==> src/rtl/bcd_count_ctrl.sv <==
// Debounced up/down pushbutton counter with parallel load, bounded to 0..MAX_VAL.
// Feeds the 7-bit binary input of bcd2driver.

module bcd_debounce_fsm #(
  parameter int DEBOUNCE_CYCLES = 500000
) (
  input  logic clock,
  input  logic reset,
  input  logic s,
  output logic step,
  output logic active
);
  localparam int CW = $clog2(DEBOUNCE_CYCLES);
  localparam logic [CW-1:0] CNT_LAST = CW'(DEBOUNCE_CYCLES - 1);
  localparam logic [CW-1:0] CNT_ONE  = CW'(1);

  typedef enum logic [1:0] {IDLE, PRESS, HELD, RELEASE} state_t;

  state_t        state;
  logic [CW-1:0] cnt;

  // cnt counts consecutive stable samples; a single opposite sample aborts the run.
  always_ff @(posedge clock) begin
    if (reset) begin
      state <= IDLE;
      cnt   <= '0;
      step  <= 1'b0;
    end else begin
      step <= 1'b0;
      case (state)
        IDLE: begin
          if (s) begin
            state <= PRESS;
            cnt   <= CNT_ONE;
          end
        end
        PRESS: begin
          if (!s) begin
            state <= IDLE;
          end else if (cnt == CNT_LAST) begin
            state <= HELD;
            step  <= 1'b1;
          end else begin
            cnt <= cnt + CNT_ONE;
          end
        end
        HELD: begin
          if (!s) begin
            state <= RELEASE;
            cnt   <= CNT_ONE;
          end
        end
        RELEASE: begin
          if (s) begin
            state <= HELD;
          end else if (cnt == CNT_LAST) begin
            state <= IDLE;
          end else begin
            cnt <= cnt + CNT_ONE;
          end
        end
        default: state <= IDLE;
      endcase
    end
  end

  assign active = (state != IDLE);

endmodule

module bcd_count_ctrl #(
  parameter int DEBOUNCE_CYCLES = 500000,
  parameter int MAX_VAL         = 99,
  parameter int WRAP            = 1
) (
  input  logic       clock,
  input  logic       reset,
  input  logic       btn_up,
  input  logic       btn_dn,
  input  logic       load,
  input  logic [6:0] load_val,
  output logic [6:0] value,
  output logic       wrap_pulse,
  output logic       busy
);
  localparam logic [6:0] MAX = 7'(MAX_VAL);
  localparam logic [6:0] ONE = 7'd1;

  logic [1:0] up_sync;
  logic [1:0] dn_sync;
  logic       up_step;
  logic       dn_step;
  logic       up_active;
  logic       dn_active;

  // Two-flop synchronisers for the asynchronous raw buttons.
  always_ff @(posedge clock) begin
    if (reset) begin
      up_sync <= 2'b00;
      dn_sync <= 2'b00;
    end else begin
      up_sync <= {up_sync[0], btn_up};
      dn_sync <= {dn_sync[0], btn_dn};
    end
  end

  bcd_debounce_fsm #(.DEBOUNCE_CYCLES(DEBOUNCE_CYCLES)) u_up (
    .clock  (clock),
    .reset  (reset),
    .s      (up_sync[1]),
    .step   (up_step),
    .active (up_active)
  );

  bcd_debounce_fsm #(.DEBOUNCE_CYCLES(DEBOUNCE_CYCLES)) u_dn (
    .clock  (clock),
    .reset  (reset),
    .s      (dn_sync[1]),
    .step   (dn_step),
    .active (dn_active)
  );

  // Load beats any step; opposing steps in one cycle cancel.
  always_ff @(posedge clock) begin
    if (reset) begin
      value      <= 7'd0;
      wrap_pulse <= 1'b0;
    end else begin
      wrap_pulse <= 1'b0;
      if (load) begin
        value <= (load_val > MAX) ? MAX : load_val;
      end else if (up_step && dn_step) begin
        value <= value;
      end else if (up_step) begin
        if (value == MAX) begin
          value      <= (WRAP != 0) ? 7'd0 : MAX;
          wrap_pulse <= 1'b1;
        end else begin
          value <= value + ONE;
        end
      end else if (dn_step) begin
        if (value == 7'd0) begin
          value      <= (WRAP != 0) ? MAX : 7'd0;
          wrap_pulse <= 1'b1;
        end else begin
          value <= value - ONE;
        end
      end
    end
  end

  assign busy = up_active | dn_active;

endmodule
==> config.mk <==
export PLATFORM = sky130hd
export DESIGN_NAME = bcd_count_ctrl
export DESIGN_NICKNAME = d
export VERILOG_FILES = /design/src/rtl/bcd_count_ctrl.sv
export SDC_FILE = /design/constraint.sdc
export NUM_CORES = 1
export LEC_CHECK = 0
export CAP_MARGIN = 20
export CORE_UTILIZATION = 45
export DETAILED_ROUTE_END_ITERATION = 10
export PLACE_DENSITY = 0.72
export SLEW_MARGIN = 10
export SYNTH_ARGS = -nofsm -noshare
export SYNTH_HDL_FRONTEND = slang
export SYNTH_SLANG_ARGS = --single-unit
==> constraint.sdc <==
create_clock -name clock -period 2.9 [get_ports clock]
set_input_delay 0.29 -clock clock [delete_from_list [all_inputs] [get_ports clock]]
set_output_delay 0.29 -clock clock [all_outputs]
set_load 0.01 [all_outputs]
==> run_results.csv <==
group,metric,value,unit
timing,slew_viol_final,0,
pwr,sequentialPowerShare,56.8,%
finish,fillCellCount,670,
yosys,synth.distinct_cells,58,
setup_path,crit_type,"reg -> out",
die,ios,21,
global_routing,overflow,0,
timing,post-route-min-period,2.33,ns
yosys,synth-seq-cells,56,
route,via_count,3001,
timing,setup_viol,0,
global_routing,grtUsageMet2,33.3,%
clock_network,cts_max_level,2,
clock_network,cts-resized-gates,0,
yosys,ys.flop_type,"dfxtp_1",
timing,post-route-period-util,80.4,%
pwr,power.leakage,0.00111,uW
outcome,status,"finished, final reports clean",
yosys,netlist.area_leader.share,35.2,%
hold_path,hold_depth,1,
yosys,ys_top_cells_by_area,"dfxtp_1 (35%), a21oi_1 (5.3%), nand3_1 (4.2%)",
yosys,ys_warn_count,0,
pwr,netSwitchingFraction,26.2,%
route,dr.pass1.iters,4,
yosys,synthAdderAreaFrac,1.97,%
global_routing,grt-busiest-layer,"met2",
global_routing,grt_max_degree,27,
pwr,peakVddDrop,0.000206,V
timing,worst_slew_pin_slew,0.786,ns
die,num_rows,30,
pwr,p_sw,372,uW
setup_path,endpoint_kind,"output pin",
clock_network,clock_latency,0.32,ns
finish,area.growth.synth_to_final,10.2,%
yosys,seq_area_frac_synth,35.2,%
setup_path,critPathArrivalTime,2.04,ns
clock_network,cts_setup_buffers,0,
route,post-route-drc-count,0,
route,avgViaCountPerCell,6.16,
route,avgRoutedWirePerCell,14.9,um
timing,hold_violations,0,
finish,final_cell_mix,"dfxtp_1 (56), a21oi_1 (34), nand2_1 (30)",
die,initial_core_util,46.6,%
die,dieArea,0.00741,mm2
setup_path,critPathLaunchType,"flip-flop",
setup_path,ff2ff_path_depth,5,
die,fp.dieH,86.1,um
route,routed_wirelength,7.28,mm
setup_path,regToRegStartpoint,"u_dn.cnt[0]",
route,ant_nets,0,
placed_design,hpwlAfterDp,5.02,mm
die,dieWidth,86.1,um
yosys,synth_compound_area_share,23.0,%
yosys,synth_enable_flop_cells,0,
clock_network,clk_pin_slew,0.10,ns
yosys,synth_top_area_cell,"dfxtp_1",
timing,setup_tns,0,ns
job,cap_violations,0,
finish,final_cells,487,
timing,rsz0062_at_grt,"false",
pwr,p_total,1420,uW
yosys,synth-xor-area-share,2.75,%
setup_path,rr_endpoint,"u_dn.cnt[16]",
pwr,p_int,1050,uW
setup_path,max_stage_delay,0.75,ns
global_routing,antenna_found_initial,0,
placed_design,pre_cts_ws,0.787,ns
hold_path,holdPathEnd,"dn_sync[1]",
finish,num_antenna_cells,0,
global_routing,grt_pass1_wl,12.0,mm
pwr,p_per_area,405,mW/mm2
yosys,synth_simple_gate_area_share,30.4,%
timing,slew-limit-headroom,47.4,%
global_routing,groute.usage.overall,19.9,%
clock_network,ctsHoldBuffers,0,
clock_network,cts_buffers,5,
placed_design,place_inst,478,
timing,fin_hold_ws,0.449,ns
yosys,netlist_instances,382,
yosys,synth_area,0.00318,mm2
die,core,0.00683,mm2
clock_network,cts_tree,"built",
finish,final_common_cell,"dfxtp_1",
setup_path,cp_max_fo,13,
clock_network,max-clock-path-buffers,2,
finish,fin_nets,407,
yosys,synth_top_family_by_area,"simple AND/OR/NAND/NOR gates",
timing,final.setup.worst_slack,0.569,ns
finish,drive_above_1_share,7.16,%
clock_network,root_buffer,"clkbuf_8",
setup_path,path_cells,"or4_2 -> clkdlybuf4s50_1",
global_routing,grt_pass1_vias,2679,
pwr,pwr-share-comb,10.5,%
yosys,synth.avg_cell_area,8.33,um2
yosys,synthMuxAreaShare,1.26,%
clock_network,cts.sinks,56,
global_routing,grtUsageMet3,3.95,%
route,first_iter_violations,164,
yosys,async_reset_ff_share,0,%
setup_path,ff2ff_setup_slack,0.76,ns
setup_path,slowest_stage,"or4_2",
hold_path,hp-class,"reg -> reg",
placed_design,place.gp.congestion,0.853,
timing,fin_skew,0.00659,ns
hold_path,hold_path.startpoint,"dn_sync[0]",
yosys,synth_nets,399,
placed_design,port_buffers,20,
timing,max_freq,429,MHz
global_routing,use_met1,25.5,%
setup_path,crit_required,2.61,ns
pwr,power_frac_clock,32.8,%
==> cell families after synthesis <==
family | Yosys count
simple gates | 162
xor+xnor | 10
buf+inv | 35
fa+ha+maj | 5
flops | 56
mux | 4
compound gates | 110
==> metrics by stage <==
step                      instance area, um2  util (%)
after floorplan                         3180         -
after global placement                  3400      49.8
after detailed placement                3400      49.8
after CTS                               3500      51.2
after global routing                    3510      51.4
final                                   3510      51.4
==> synthesized netlist by cell type, types with 3 or more instances <==
| master | count |
|---|---|
| nand2b_1 | 6 |
| a31oi_1 | 8 |
| o2111ai_1 | 3 |
| o32ai_1 | 3 |
| and3_1 | 7 |
| or3_1 | 5 |
| nor4b_1 | 6 |
| nor3b_1 | 3 |
| and4_1 | 9 |
| nor2_1 | 12 |
| mux2i_1 | 4 |
| xor2_1 | 6 |
| nand4b_1 | 3 |
| o311ai_0 | 3 |
| nor3_1 | 7 |
| clkbuf_8 | 3 |
| nand4_1 | 12 |
| xnor2_1 | 4 |
| or4_1 | 9 |
| a311oi_1 | 6 |
| nand3_1 | 27 |
| clkbuf_1 | 19 |
| ha_1 | 5 |
| o41ai_1 | 3 |
| a21oi_1 | 34 |
| nor2b_1 | 9 |
| dfxtp_1 | 56 |
| o31ai_1 | 9 |
| inv_1 | 11 |
| or3_2 | 5 |
| nand2_1 | 30 |
| o21ai_0 | 17 |
==> how the worst max path moves through the flow <==
stage / start / to / slack, ns / cells past startpoint
finish: u_dn.state[0] / busy / 0.57 / 2
floorplan: u_dn.cnt[0] / u_dn.cnt[16] / 1.02 / 5
CTS: u_dn.state[0] / busy / 0.57 / 2
global route: u_dn.state[0] / busy / 0.51 / 2
global placement: u_dn.cnt[0] / u_dn.cnt[16] / 0.86 / 5
detailed placement: u_dn.cnt[0] / u_dn.cnt[16] / 0.79 / 5
==> sequential cells by signal, summed over array words and instances (netlist names), named ones only <==
register and cells:
u_dn.cnt 19, u_up.cnt 19, value 7, dn_sync 2, up_sync 2, u_dn.state 1, u_dn.step 1, u_up.state 1
u_up.step 1, wrap_pulse 1
==> routing by layer <==
metal / part of all wire [%] / vias up
met1: 47 / 1430
met2: 47 / 74
li1: - / 1492
met3: 5.0 / 5
met5: 0 / -
met4: 0.96 / 0
==> critical path, delay by kind of cell, from the launching register on <==
| kind | cells | cell delay, ns |
|---|---|---|
| AND/OR/NAND/NOR | 1 | 0.75 |
| buffers and inverters | 1 | 0.53 |
| flip-flops | 1 | 0.46 |
==> power groups by stage <==
stage          Combinational [uW]  Clock (uW)  Sequential [uW]
6_report                      148         465              807
5_1_grt                       161         503              810
4_1_cts                       146         475              806
3_5_place_dp                  146           0              824
3_3_place_gp                  143           0              823
2_1_floorplan                99.0           0              813
==> final cells by class <==
class,count,area [um2],share of cell area (%)
inverter,11,41.3,1.18
clock buffer,6,82.6,2.35
timing repair buffer,25,238,6.78
tap,96,120,3.42
clock inverter,2,13.8,0.392
multi-input combinational,291,1890,53.9
sequential,56,1120,32.0
Power figures use the tool's default switching activity.
==> edit (config.mk and constraints unchanged) <==
Register the output `value` once more; this adds one clock of latency there. The other outputs are not delayed to match.
--- a/src/rtl/bcd_count_ctrl.sv
+++ b/src/rtl/bcd_count_ctrl.sv
@@ -88,2 +88,4 @@
 
+  logic [6:0] value_s0;
+
   logic [1:0] up_sync;
@@ -125,3 +127,3 @@
     if (reset) begin
-      value      <= 7'd0;
+      value_s0   <= 7'd0;
       wrap_pulse <= 1'b0;
@@ -130,18 +132,18 @@
       if (load) begin
-        value <= (load_val > MAX) ? MAX : load_val;
+        value_s0 <= (load_val > MAX) ? MAX : load_val;
       end else if (up_step && dn_step) begin
-        value <= value;
+        value_s0 <= value_s0;
       end else if (up_step) begin
-        if (value == MAX) begin
-          value      <= (WRAP != 0) ? 7'd0 : MAX;
+        if (value_s0 == MAX) begin
+          value_s0   <= (WRAP != 0) ? 7'd0 : MAX;
           wrap_pulse <= 1'b1;
         end else begin
-          value <= value + ONE;
+          value_s0 <= value_s0 + ONE;
         end
       end else if (dn_step) begin
-        if (value == 7'd0) begin
-          value      <= (WRAP != 0) ? MAX : 7'd0;
+        if (value_s0 == 7'd0) begin
+          value_s0   <= (WRAP != 0) ? MAX : 7'd0;
           wrap_pulse <= 1'b1;
         end else begin
-          value <= value - ONE;
+          value_s0 <= value_s0 - ONE;
         end
@@ -153,2 +155,6 @@
 
+  always_ff @(posedge clock) begin
+    value <= value_s0;
+  end
+
 endmodule
Function: changed (a bounded check fails within 4 cycles, from zero or initial values and one cycle with reset high).
==> edit against the unedited design <==
Design area is 4.7% higher. First-iteration DRC count is 2.4% higher. Count of clock-buffer cells in the layout is 6 higher. Critical path depth is 4 higher. Largest cell class unchanged. Worst hold slack worse by 0.0058 ns. Setup slack worse by 0.0090 ns. Register-to-register slack worse by 0.20 ns. Routed wire length is 6.0% lower. Synthesized cell count is 0.26% higher. Area after synthesis is 1.7% higher. Sequential cell count is 7 higher. Core utilization is 2.1 points higher. Power is 24% higher.
==> edit: results (changes against the unedited design) <==
RUN_STATUS='finished clean'
KIND_OF_CAPTURE_POINT_OF_THE_WORST_SETUP_PATH='flop'
CTS_INSERTED_BUFFERS=9  # +4
FINAL.SETUP_SKEW_NS=0.00710  # +0.000504 ns
HPWLAFTERDP_UM=4550  # -9.4%
POST_PLACEMENT_SETUP_SLACK_NS=0.587  # -0.200 ns
R2R_END='u_dn.cnt[5]'
CRITPATHSLOWESTCELL='sky130_fd_sc_hd__o211a_1'
CLK-INSERTION-DELAY-LATE_NS=0.34  # +0.02 ns
NUM-FILL-CELLS=622  # -7.2%
SYNTH.AREA.MUX_SHARE=0.0344  # +0.0218
TIMING.SLEW.HEADROOM=0.575  # +0.101
WORSTPATHARRIVAL_NS=2.56  # +0.52 ns
NUM-NETS-FINAL=415  # +2.0%
YOSYS.AREA_SHARE.XOR_XNOR=0.0510  # +0.0235
PLACEDCELLCOUNT=483  # +1.0%
POWER_FRAC_COMB=0.083  # -0.022
VIAS_PER_CELL=5.79  # -6.1%
DR_TOTAL_VIAS=2882  # -4.0%
TOP_REGISTERS='u_dn.cnt (19), u_up.cnt (19)'
SYNTHADDERAREAFRAC=0.0193  # -0.000327
P_CLK_FRAC=0.400  # +0.072
GLOBALROUTETOTALUTIL=0.193  # -0.00570
INTERNAL_POWER_mW=1.33  # +27%
CLKSLEWWORSTSETUPHOLDPATHS_NS=0.07  # -0.03 ns
MAX_STAGE_DELAY_NS=0.50  # -0.25 ns
[edit: cell types whose count changed after synthesis, sizes merged, moves of 6 or more]
cell	change
dfxtp	+7
mux2i	+6
clkbuf	-8
nor2	+19
xnor2	+8
o21ai	-6
[edit: logic make-up (layout without fill, tap and decap cells)]
family | count (synthesis) | after routing
AND/OR/NAND/NOR | 168 | 168
AO/OA/AOI/OAI | 89 | 89
flip-flops | 63 | 63
buffers and inverters | 29 | 48
XOR/XNOR | 18 | 18
multiplexers | 11 | 11
adder cells (fa/ha/maj) | 5 | 5
[edit: layer usage]
layer,global-route usage,wire length [um],part of all wire
met5,0,0,0
met4,0.0924,144,0.021
met3,0.0438,325,0.048
met2,0.305,3070,0.45
met1,0.249,3300,0.48
[edit: cell type report]
class	instances	area, um2	area share
Multi-Input combinational cell	291	1850	0.503
Sequential cell	63	1260	0.343
Tap cell	96	120	0.0327
Clock buffer	12	165	0.0450
Inverter	10	37.5	0.0102
Timing Repair Buffer	23	223	0.0606
Clock inverter	3	17.5	0.00477
[edit: critical path: cells and delay by family (launching register included)]
family	cells	cell delay, ns
flops	1	0.44
fa+ha+maj	1	0.26
simple gates	3	0.78
compound gates	2	0.75
[edit: worst min-delay path by stage]
stage | start | to | cells after the start
5_1_grt | value_s0[6] | value[6] | 0
4_1_cts | value_s0[6] | value[6] | 0
3_3_place_gp | value_s0[6] | value[6] | 0
2_1_floorplan | value_s0[2] | value[2] | 0
3_5_place_dp | value_s0[6] | value[6] | 0
6_report | value_s0[6] | value[6] | 0
[edit: through the flow]
step | hold slack [ns] | utilization | total power, mW
global route | 0.443 | 0.535 | 1.83
detailed placement | 0.419 | 0.508 | 1.07
floorplan | 0.329 | - | 1.02
global placement | 0.418 | 0.508 | 1.07
finish | 0.443 | 0.535 | 1.76
CTS | 0.428 | 0.535 | 1.78
